==> config.mk <==
export PLATFORM = sky130hd
export DESIGN_NAME = game_frame_sequencer
export DESIGN_NICKNAME = d
export VERILOG_FILES = /design/src/rtl/josh_pkg.sv /design/src/rtl/frame_tick_gen.sv /design/src/rtl/game_frame_sequencer.sv
export SDC_FILE = /design/constraint.sdc
export NUM_CORES = 1
export LEC_CHECK = 0
export BUFFER_PORTS_ARGS = -buffer_cell sky130_fd_sc_hd__buf_2
export CAP_MARGIN = 15
export CORE_UTILIZATION = 30
export CTS_CLUSTER_DIAMETER = 150
export DETAILED_ROUTE_END_ITERATION = 8
export PLACE_DENSITY_LB_ADDON = 0.3
export SETUP_SLACK_MARGIN = 0.05
export SLEW_MARGIN = 40
export SYNTH_ARGS = -nofsm -noshare
export SYNTH_HDL_FRONTEND = slang
export SYNTH_SLANG_ARGS = --single-unit
==> constraint.sdc <==
create_clock -name clk -period 2.73 [get_ports clk]
set_clock_uncertainty 0.05 [all_clocks]
set_input_delay 0.273 -clock clk [delete_from_list [all_inputs] [get_ports clk]]
set_output_delay 0.273 -clock clk [all_outputs]
set_load 0.05 [all_outputs]
==> src/rtl/josh_pkg.sv <==
// Shared definitions for the J.O.S.H. Jump controller: state set, debug codes,
// colour constants and the default frame period.
package josh_pkg;

    // 60 Hz frames from the 50 MHz board clock
    localparam int FRAME_TICKS_DEFAULT = 833_333;

    // Colour constants used by the draw engine (erase paints the background)
    localparam logic [2:0] COLOUR_BG       = 3'b000;
    localparam logic [2:0] COLOUR_PLAYER   = 3'b010;
    localparam logic [2:0] COLOUR_OBSTACLE = 3'b100;

    // Nine sequencer states need four bits internally
    typedef enum logic [3:0] {
        S_MENU,
        S_MENU_WAIT,
        S_WAIT_FRAME,
        S_ERASE,
        S_UPDATE,
        S_CHECK,
        S_DRAW,
        S_GAMEOVER,
        S_OVER_WAIT
    } state_t;

    // 3-bit debug codes shown on LEDR. The release-wait after game over is
    // reported as game over, since to the player it is still that screen.
    localparam logic [2:0] DBG_MENU       = 3'd0;
    localparam logic [2:0] DBG_MENU_WAIT  = 3'd1;
    localparam logic [2:0] DBG_WAIT_FRAME = 3'd2;
    localparam logic [2:0] DBG_ERASE      = 3'd3;
    localparam logic [2:0] DBG_UPDATE     = 3'd4;
    localparam logic [2:0] DBG_CHECK      = 3'd5;
    localparam logic [2:0] DBG_DRAW       = 3'd6;
    localparam logic [2:0] DBG_GAMEOVER   = 3'd7;

    function automatic logic [2:0] state_code(input state_t s);
        logic [2:0] code;
        code = DBG_MENU;
        case (s)
            S_MENU:       code = DBG_MENU;
            S_MENU_WAIT:  code = DBG_MENU_WAIT;
            S_WAIT_FRAME: code = DBG_WAIT_FRAME;
            S_ERASE:      code = DBG_ERASE;
            S_UPDATE:     code = DBG_UPDATE;
            S_CHECK:      code = DBG_CHECK;
            S_DRAW:       code = DBG_DRAW;
            S_GAMEOVER:   code = DBG_GAMEOVER;
            S_OVER_WAIT:  code = DBG_GAMEOVER;
            default:      code = DBG_MENU;
        endcase
        return code;
    endfunction

endpackage

==> src/rtl/frame_tick_gen.sv <==
// Frame timer: counts clk cycles while enabled and emits a one-cycle tick
// on the last count of each frame, then wraps.
module frame_tick_gen #(
    parameter int FRAME_TICKS = 833_333
) (
    input  logic clk,
    input  logic reset,
    input  logic en,
    input  logic clr,
    output logic tick
);

    localparam int CW = (FRAME_TICKS > 1) ? $clog2(FRAME_TICKS) : 1;
    localparam logic [CW-1:0] LAST = CW'(FRAME_TICKS - 1);

    logic [CW-1:0] ctr_reg;

    assign tick = en && (ctr_reg == LAST);

    // Counter: cleared on reset or start, advances only while enabled
    always_ff @(posedge clk) begin
        if (reset || clr) begin
            ctr_reg <= '0;
        end else if (en) begin
            ctr_reg <= tick ? '0 : ctr_reg + 1'b1;
        end
    end

endmodule

==> src/rtl/game_frame_sequencer.sv <==
// Top-level game controller: menu / game / game-over flow, and per-frame
// sequencing of the shared draw engine (erase all, update, check, redraw).
module game_frame_sequencer
    import josh_pkg::*;
#(
    parameter int FRAME_TICKS = FRAME_TICKS_DEFAULT,
    parameter int N_OBJ       = 4,
    parameter int SCORE_W     = 8
) (
    input  logic               clk,
    input  logic               reset,
    input  logic               go,
    input  logic               collision,
    input  logic               draw_done,
    output logic               draw_req,
    output logic               draw_erase,
    output logic [3:0]         draw_sel,
    output logic               update_en,
    output logic               clear_game,
    output logic [SCORE_W-1:0] score,
    output logic               game_over,
    output logic               overrun,
    output logic [2:0]         state
);

    localparam logic [3:0]         LAST_OBJ  = 4'(N_OBJ - 1);
    localparam logic [SCORE_W-1:0] SCORE_MAX = {SCORE_W{1'b1}};

    state_t state_reg;
    logic   tick;
    logic   timer_en;
    logic   timer_clr;

    // Timer runs everywhere except the menu; it restarts on the start edge
    assign timer_en  = (state_reg != S_MENU) && (state_reg != S_MENU_WAIT);
    assign timer_clr = (state_reg == S_MENU_WAIT) && !go;

    frame_tick_gen #(
        .FRAME_TICKS (FRAME_TICKS)
    ) u_tick (
        .clk   (clk),
        .reset (reset),
        .en    (timer_en),
        .clr   (timer_clr),
        .tick  (tick)
    );

    assign state = state_code(state_reg);

    // Sequencer FSM with registered outputs, object loop and score counter
    always_ff @(posedge clk) begin
        if (reset) begin
            state_reg  <= S_MENU;
            draw_req   <= 1'b0;
            draw_erase <= 1'b0;
            draw_sel   <= 4'd0;
            update_en  <= 1'b0;
            clear_game <= 1'b0;
            score      <= '0;
            game_over  <= 1'b0;
            overrun    <= 1'b0;
        end else begin
            clear_game <= 1'b0;
            update_en  <= 1'b0;

            // A tick outside the idle wait is dropped, but remembered
            if (tick && (state_reg != S_WAIT_FRAME)) begin
                overrun <= 1'b1;
            end

            case (state_reg)
                S_MENU: begin
                    if (go) state_reg <= S_MENU_WAIT;
                end
                S_MENU_WAIT: begin
                    if (!go) begin
                        clear_game <= 1'b1;
                        score      <= '0;
                        state_reg  <= S_WAIT_FRAME;
                    end
                end
                S_WAIT_FRAME: begin
                    if (tick) begin
                        draw_sel   <= 4'd0;
                        draw_erase <= 1'b1;
                        state_reg  <= S_ERASE;
                    end
                end
                S_ERASE, S_DRAW: begin
                    // Idle cycle -> request; hold request until the engine answers
                    if (!draw_req) begin
                        draw_req <= 1'b1;
                    end else if (draw_done) begin
                        draw_req <= 1'b0;
                        draw_sel <= draw_sel + 4'd1;
                        if (draw_sel == LAST_OBJ) begin
                            if (state_reg == S_ERASE) begin
                                update_en <= 1'b1;
                                state_reg <= S_UPDATE;
                            end else begin
                                state_reg <= S_WAIT_FRAME;
                            end
                        end
                    end
                end
                S_UPDATE: begin
                    state_reg <= S_CHECK;
                end
                S_CHECK: begin
                    if (collision) begin
                        game_over <= 1'b1;
                        state_reg <= S_GAMEOVER;
                    end else begin
                        if (score != SCORE_MAX) score <= score + 1'b1;
                        draw_sel   <= 4'd0;
                        draw_erase <= 1'b0;
                        state_reg  <= S_DRAW;
                    end
                end
                S_GAMEOVER: begin
                    if (go) state_reg <= S_OVER_WAIT;
                end
                S_OVER_WAIT: begin
                    if (!go) begin
                        game_over <= 1'b0;
                        state_reg <= S_MENU;
                    end
                end
                default: begin
                    state_reg <= S_MENU;
                end
            endcase
        end
    end

endmodule
After elaboration in Yosys (flattened, before gate mapping). Memories as Yosys holds them, arrays and structs flattened. A register that Yosys moved wholly into a read port is not among the register bits. Index checks and enable logic that the tools add are counted.

Flip-flop bits (word level): 42. ROM bits: 48. Output and inout bits: 21. Logic and storage cells: 96. Memories kept: 1.

Memories: (no name shown) (words 16, bits a word 3, rd ports 1, clocked after memory_dff 1, write ports 0, RTL line josh_pkg.sv:40) `case (s)`.

Add/subtract/negate cells: 3. Equality and inequality tests: 24. Mux-type cells: 33. Bitwise gates (word level): 5. Reductions and logical operators: 20.

Operator list (number): two-way mux 4 bit (14); one-hot mux 4 bit (8 select lines) (1); two-way mux 8 bit (3); inequality test 2 bit (second input constant) (11); adder 20 x 1 -> 20 bit (second input constant) (1); equality test 20 bit (second input constant) (1); two-way mux 20 bit (1); equality test 4 x 3 -> 1 bit (second input constant) (4); one-hot mux 8 bit (2 select lines) (1); equality test 4 x 2 -> 1 bit (second input constant) (3); one-hot mux 4 bit (3 select lines) (1); two-way mux 1 bit (9); adder 8 x 1 -> 8 bit (second input constant) (1); inequality test 8 bit (second input constant) (1); AND reduction 8 bit (1); AND reduction 3 bit (2); nonzero test 2 bit (3); NOT 1 bit (5); AND reduction 5 bit (1); OR reduction 5 bit (1); adder 4 x 1 -> 4 bit (second input constant) (1); equality test 4 x 1 -> 1 bit (second input constant) (1); equality test 4 bit (second input constant) (1); logical AND 1 bit (4); 11 further kinds (13).

Logic depth before layout (Yosys ltp).
Depth in word-level cells: 8. Gate-level depth with buffers: 8. Mapped depth without buffers: 6.

Modules after synthesis. From an unflattened synthesis, not the netlist that was laid out.

Cells, all modules: 282. Area total of the unflattened synthesis: 2396.0 um^2.

By module, submodules not included: game_frame_sequencer (times used 1, cells an instance 165, area an instance 1405.1 um^2); frame_tick_gen (times used 1, cells an instance 117, area an instance 991.0 um^2).

Worst setup path after synthesis. Ideal clock, no wire load.

Kind: reg2reg. Start point: register draw_sel[0]. End point: register state_reg[2]. Arrival: 1864 ps. Data required time: 2547 ps. Slack: 683 ps. Stages on the path, launching flop included: 7. Clock period less this slack: 2047 ps. Path through: dfxtp_1 ha_1 or3b_2 o22ai_1 a21oi_1 a211oi_1 a211oi_1.

Longest elaborated chain between the ends: 3.

RTL lines: from (decl) (RTL line game_frame_sequencer.sv:17) `output logic [3:0] draw_sel,`; from (signal assigned) (RTL line game_frame_sequencer.sv:95) `draw_sel <= draw_sel + 4'd1;`; equality test 4 x 2 -> 1 bit (RTL line game_frame_sequencer.sv:96) `if (draw_sel == LAST_OBJ) begin`; inequality test 2 bit (no source line); AND reduction 8 bit (no source line); to (signal assigned) (RTL line game_frame_sequencer.sv:99) `state_reg <= S_UPDATE;`; to (signal assigned) (RTL line game_frame_sequencer.sv:101) `state_reg <= S_WAIT_FRAME;`; to (signal assigned) (RTL line game_frame_sequencer.sv:107) `state_reg <= S_CHECK;`; to (decl) (RTL line game_frame_sequencer.sv:29) `state_t state_reg;`.

Every way passes these cells. A chain may end at the register's enable or synchronous reset.

Worst setup path after layout.
Start point: register state_reg[3]. End point: register u_tick.ctr_reg[18].

Longest elaborated chain between the ends: 4. Elaborated cells on any way between the ends: 8. Those cells by class: 2 x eq/ne; 1 x mux; 5 x reduce/logical.

RTL lines: from (signal assigned) (RTL line game_frame_sequencer.sv:53) `state_reg <= S_MENU;`; from (signal assigned) (RTL line game_frame_sequencer.sv:73) `if (go) state_reg <= S_MENU_WAIT;`; from (signal assigned) (RTL line game_frame_sequencer.sv:79) `state_reg <= S_WAIT_FRAME;`; inequality test 4 x 1 -> 1 bit / nonzero test 4 bit (equally long branches) (RTL line game_frame_sequencer.sv:35) `assign timer_en = (state_reg != S_MENU) && (state_reg != S_MENU_WAIT);`; logical AND 1 bit (RTL line game_frame_sequencer.sv:35); logical AND 1 bit (RTL line frame_tick_gen.sv:18) `assign tick = en && (ctr_reg == LAST);`; two-way mux 20 bit (RTL line frame_tick_gen.sv:25) `ctr_reg <= tick ? '0 : ctr_reg + 1'b1;`; to (signal assigned) (RTL line frame_tick_gen.sv:25); to (decl) (RTL line frame_tick_gen.sv:16) `logic [CW-1:0] ctr_reg;`.

Parallel ways exist; a longest one is shown, timed or not.

==> impl_metrics.prom <==
# TYPE chip_impl_metric gauge
chip_impl_metric{name="die_w",unit="µm"} 91.1
chip_impl_metric{name="grt_start_max_net_pins",unit=""} 21
chip_impl_metric{name="ys_types",unit=""} 55
chip_impl_metric{name="post_cts.resized_instances",unit=""} 0
chip_impl_metric{name="finalPower",unit="mW"} 1.71
chip_impl_metric{name="post-route-worst-setup-slack",unit="ns"} 0.406
chip_impl_metric{name="core.rowCount",unit=""} 32
chip_impl_metric{name="fin_nets",unit=""} 320
chip_impl_metric{name="hold_violation_total_from_the_final_report",unit=""} 0
chip_impl_metric{name="max_slew_margin",unit="%"} 57.0
chip_impl_metric{name="pwr_density_cell",unit="nW/µm²"} 627
chip_impl_metric{name="critical_path_peak_fanout",unit=""} 18
chip_impl_metric{name="vias_per_cell",unit=""} 5.05
chip_impl_metric{name="async_reset_ff_share",unit="%"} 0
chip_impl_info{name="status",value="complete, no violations"} 1
chip_impl_info{name="worstHoldPathType",value="primary input to register"} 1
chip_impl_metric{name="critPathRequiredTime",unit="ns"} 2.91
chip_impl_metric{name="cts_buffer_depth",unit=""} 2
chip_impl_metric{name="setup_tns",unit="ns"} 0
chip_impl_metric{name="global_route_wire_length_before_repair",unit="µm"} 9060
chip_impl_metric{name="core_area",unit="µm²"} 7690
chip_impl_metric{name="worst_margin_slew",unit="ns"} 0.644
chip_impl_metric{name="clk_transition_reported_paths",unit="ns"} 0.09
chip_impl_metric{name="wire_per_inst",unit="µm"} 13.0
chip_impl_metric{name="drtPass1Iterations",unit=""} 4
chip_impl_metric{name="drtIter0Drc",unit=""} 83
chip_impl_metric{name="dp.final_hpwl",unit="µm"} 3890
chip_impl_metric{name="antenna-diode-count",unit=""} 0
chip_impl_metric{name="routed_wirelength",unit="µm"} 5390
chip_impl_metric{name="min_period",unit="ns"} 2.32
chip_impl_metric{name="worst_ir_drop_vdd",unit="µV"} 228
chip_impl_metric{name="min_period_over_period",unit="%"} 85.1
chip_impl_info{name="crit_type",value="register to register"} 1
chip_impl_metric{name="fmax",unit="MHz"} 430
chip_impl_metric{name="via_count",unit=""} 2089
chip_impl_metric{name="remaining_drc_errors",unit=""} 0
chip_impl_metric{name="clock_insertion_delay_worst_skew",unit="ns"} 0.30
chip_impl_metric{name="numCtsBuffers",unit=""} 5
chip_impl_metric{name="gp_congestion",unit=""} 0.836
chip_impl_metric{name="antenna_violating_nets_post_route",unit=""} 0
chip_impl_info{name="startpoint_type",value="register"} 1
chip_impl_metric{name="largest_register_ffs",unit=""} 20
chip_impl_metric{name="cts_hold_fix_bufs",unit=""} 0
chip_impl_info{name="ys.flop_type",value="dfxtp_1"} 1
chip_impl_metric{name="start_util",unit="%"} 31.0
chip_impl_metric{name="dpl_worst_slack",unit="ns"} 0.367
chip_impl_metric{name="syn_area_per_cell",unit="µm²"} 8.24
chip_impl_info{name="final_common_cell",value="dfxtp_1"} 1
chip_impl_metric{name="clock_sink_total",unit=""} 45
chip_impl_metric{name="synth_fp_nets",unit=""} 298
chip_impl_metric{name="clock_tree.htree_level_count",unit=""} 2
chip_impl_metric{name="drive_above_1_share",unit="%"} 15.7
chip_impl_metric{name="postSynthCellCount",unit=""} 289
chip_impl_metric{name="post_cts_buffers",unit=""} 0
chip_impl_metric{name="final_max_slew_viol_count",unit=""} 0
chip_impl_info{name="critPathCaptureType",value="register"} 1
chip_impl_metric{name="synth.yosys.warnings",unit=""} 0
chip_impl_metric{name="globalRoute.totalOverflow",unit=""} 0
chip_impl_metric{name="chipHeight",unit="µm"} 91.1
chip_impl_metric{name="grt_antenna_before_repair",unit=""} 0
chip_impl_info{name="tritoncts_clock_tree",value="built"} 1
chip_impl_metric{name="register_bit_total_from_synthesis",unit=""} 45
chip_impl_metric{name="boundaryPins",unit=""} 26
chip_impl_metric{name="n_fill_cell",unit=""} 826
chip_impl_metric{name="syn_to_final_growth",unit="%"} 14.7
chip_impl_metric{name="cellLeakagePower",unit="nW"} 0.982
chip_impl_info{name="mostFrequentLayoutCells",value="45 x dfxtp_1, 37 x nor2_1, 33 x nand2_1"} 1
chip_impl_info{name="rsz0062_at_grt",value="false"} 1
chip_impl_metric{name="global_route.usage.total",unit="%"} 13.4
chip_impl_metric{name="yosysSeqAreaShare",unit="%"} 37.8
chip_impl_metric{name="synth_enable_flop_cells",unit=""} 0
chip_impl_metric{name="die_area",unit="µm²"} 8300
chip_impl_info{name="clock_tree.root_cell",value="clkbuf_8"} 1
chip_impl_metric{name="mappedNetlistArea",unit="µm²"} 2380
chip_impl_metric{name="number_of_global_route_vias_before_repair",unit=""} 1955
chip_impl_metric{name="finish.utilization",unit="%"} 35.5
chip_impl_metric{name="setup_violations",unit=""} 0
chip_impl_metric{name="portBuffers",unit=""} 25
chip_impl_metric{name="max_cap_viol_count",unit=""} 0
chip_impl_metric{name="worst_path_arrival_time",unit="ns"} 2.51
[stage by stage]
step	cell area [µm²]	hold slack, ns	cells
after floorplan	2380	0.380	289
after CTS	2730	0.190	414
final	2730	0.198	414
after global routing	2730	0.231	414
after global placement	2590	0.397	406
after detailed placement	2590	0.417	406
[final cells by class]
class | instances | area (µm²) | area share (%)
clock inverter | 3 | 68.8 | 2.52
clock buffer | 5 | 68.8 | 2.52
inverter | 7 | 26.3 | 0.962
multi-input combinational | 222 | 1380 | 50.4
timing repair buffer | 30 | 163 | 5.95
tap | 102 | 128 | 4.67
sequential | 45 | 901 | 33.0
[final timing paths]
kind / cells after the start / slack [ns] / end / start
max: 5 / 0.41 / u_tick.ctr_reg[18]$_SDFFE_PP0P_ / state_reg[3]$_SDFFE_PP0N_
min: 3 / 0.20 / update_en$_SDFF_PP0_ / draw_done
max reg2reg: 5 / 0.41 / u_tick.ctr_reg[18]$_SDFFE_PP0P_ / state_reg[3]$_SDFFE_PP0N_
min reg2reg: 2 / 0.43 / overrun$_SDFFE_PP0P_ / overrun$_SDFFE_PP0P_
[critical path, cell delays in order, from the launching register on]
cell      delay (ns)
dfxtp_1         0.72
nor2b_1         0.22
nand3b_1        0.34
and2_0          0.43
nand2_2         0.31
nor2_1          0.18
[routing by layer]
layer | global-route usage [%] | routed length (µm) | up-vias
met5 | 0 | 0 | -
met4 | 6.08 | 90 | 0
met3 | 2.35 | 146 | 9
met2 | 21.4 | 2470 | 37
met1 | 17.6 | 2680 | 971
li1 | - | - | 1072
[power breakdown]
part,switching (mW),leakage [nW],internal [mW],total [mW]
registers,0.0390,0.364,0.690,0.729
clock network,0.240,0.0687,0.369,0.609
logic,0.260,0.549,0.115,0.375
total,0.539,0.982,1.17,1.71
[cell usage after synthesis, drive strengths merged, types with 4 or more instances]
| cell | count | area, µm² |
|---|---|---|
| inv | 7 | 26.3 |
| a31oi | 5 | 31.3 |
| dfxtp | 45 | 901 |
| nand4 | 6 | 37.5 |
| clkbuf | 7 | 26.3 |
| nor4b | 4 | 50.1 |
| buf | 8 | 51.3 |
| nand3 | 26 | 130 |
| xor2 | 14 | 123 |
| and2 | 4 | 25.0 |
| xnor2 | 10 | 87.6 |
| o21ai | 8 | 43.8 |
| nor2 | 37 | 139 |
| a21oi | 15 | 86.3 |
| nor3 | 6 | 30.0 |
| nand2 | 34 | 130 |
| ha | 4 | 50.1 |
| a211oi | 5 | 37.5 |
[kinds of logic (layout without fill, tap and decap cells)]
group / after synthesis / count (layout) / synth area share (%)
adder cells (fa/ha/maj): 4 / 4 / 2.10
multiplexers: 3 / 3 / 1.31
XOR/XNOR: 24 / 24 / 8.82
flip-flops: 45 / 45 / 37.8
buffers and inverters: 22 / 45 / 4.36
AO/OA/AOI/OAI: 50 / 50 / 15.2
AND/OR/NAND/NOR: 141 / 141 / 30.4
Note: power is estimated with default switching activity, not from simulation.
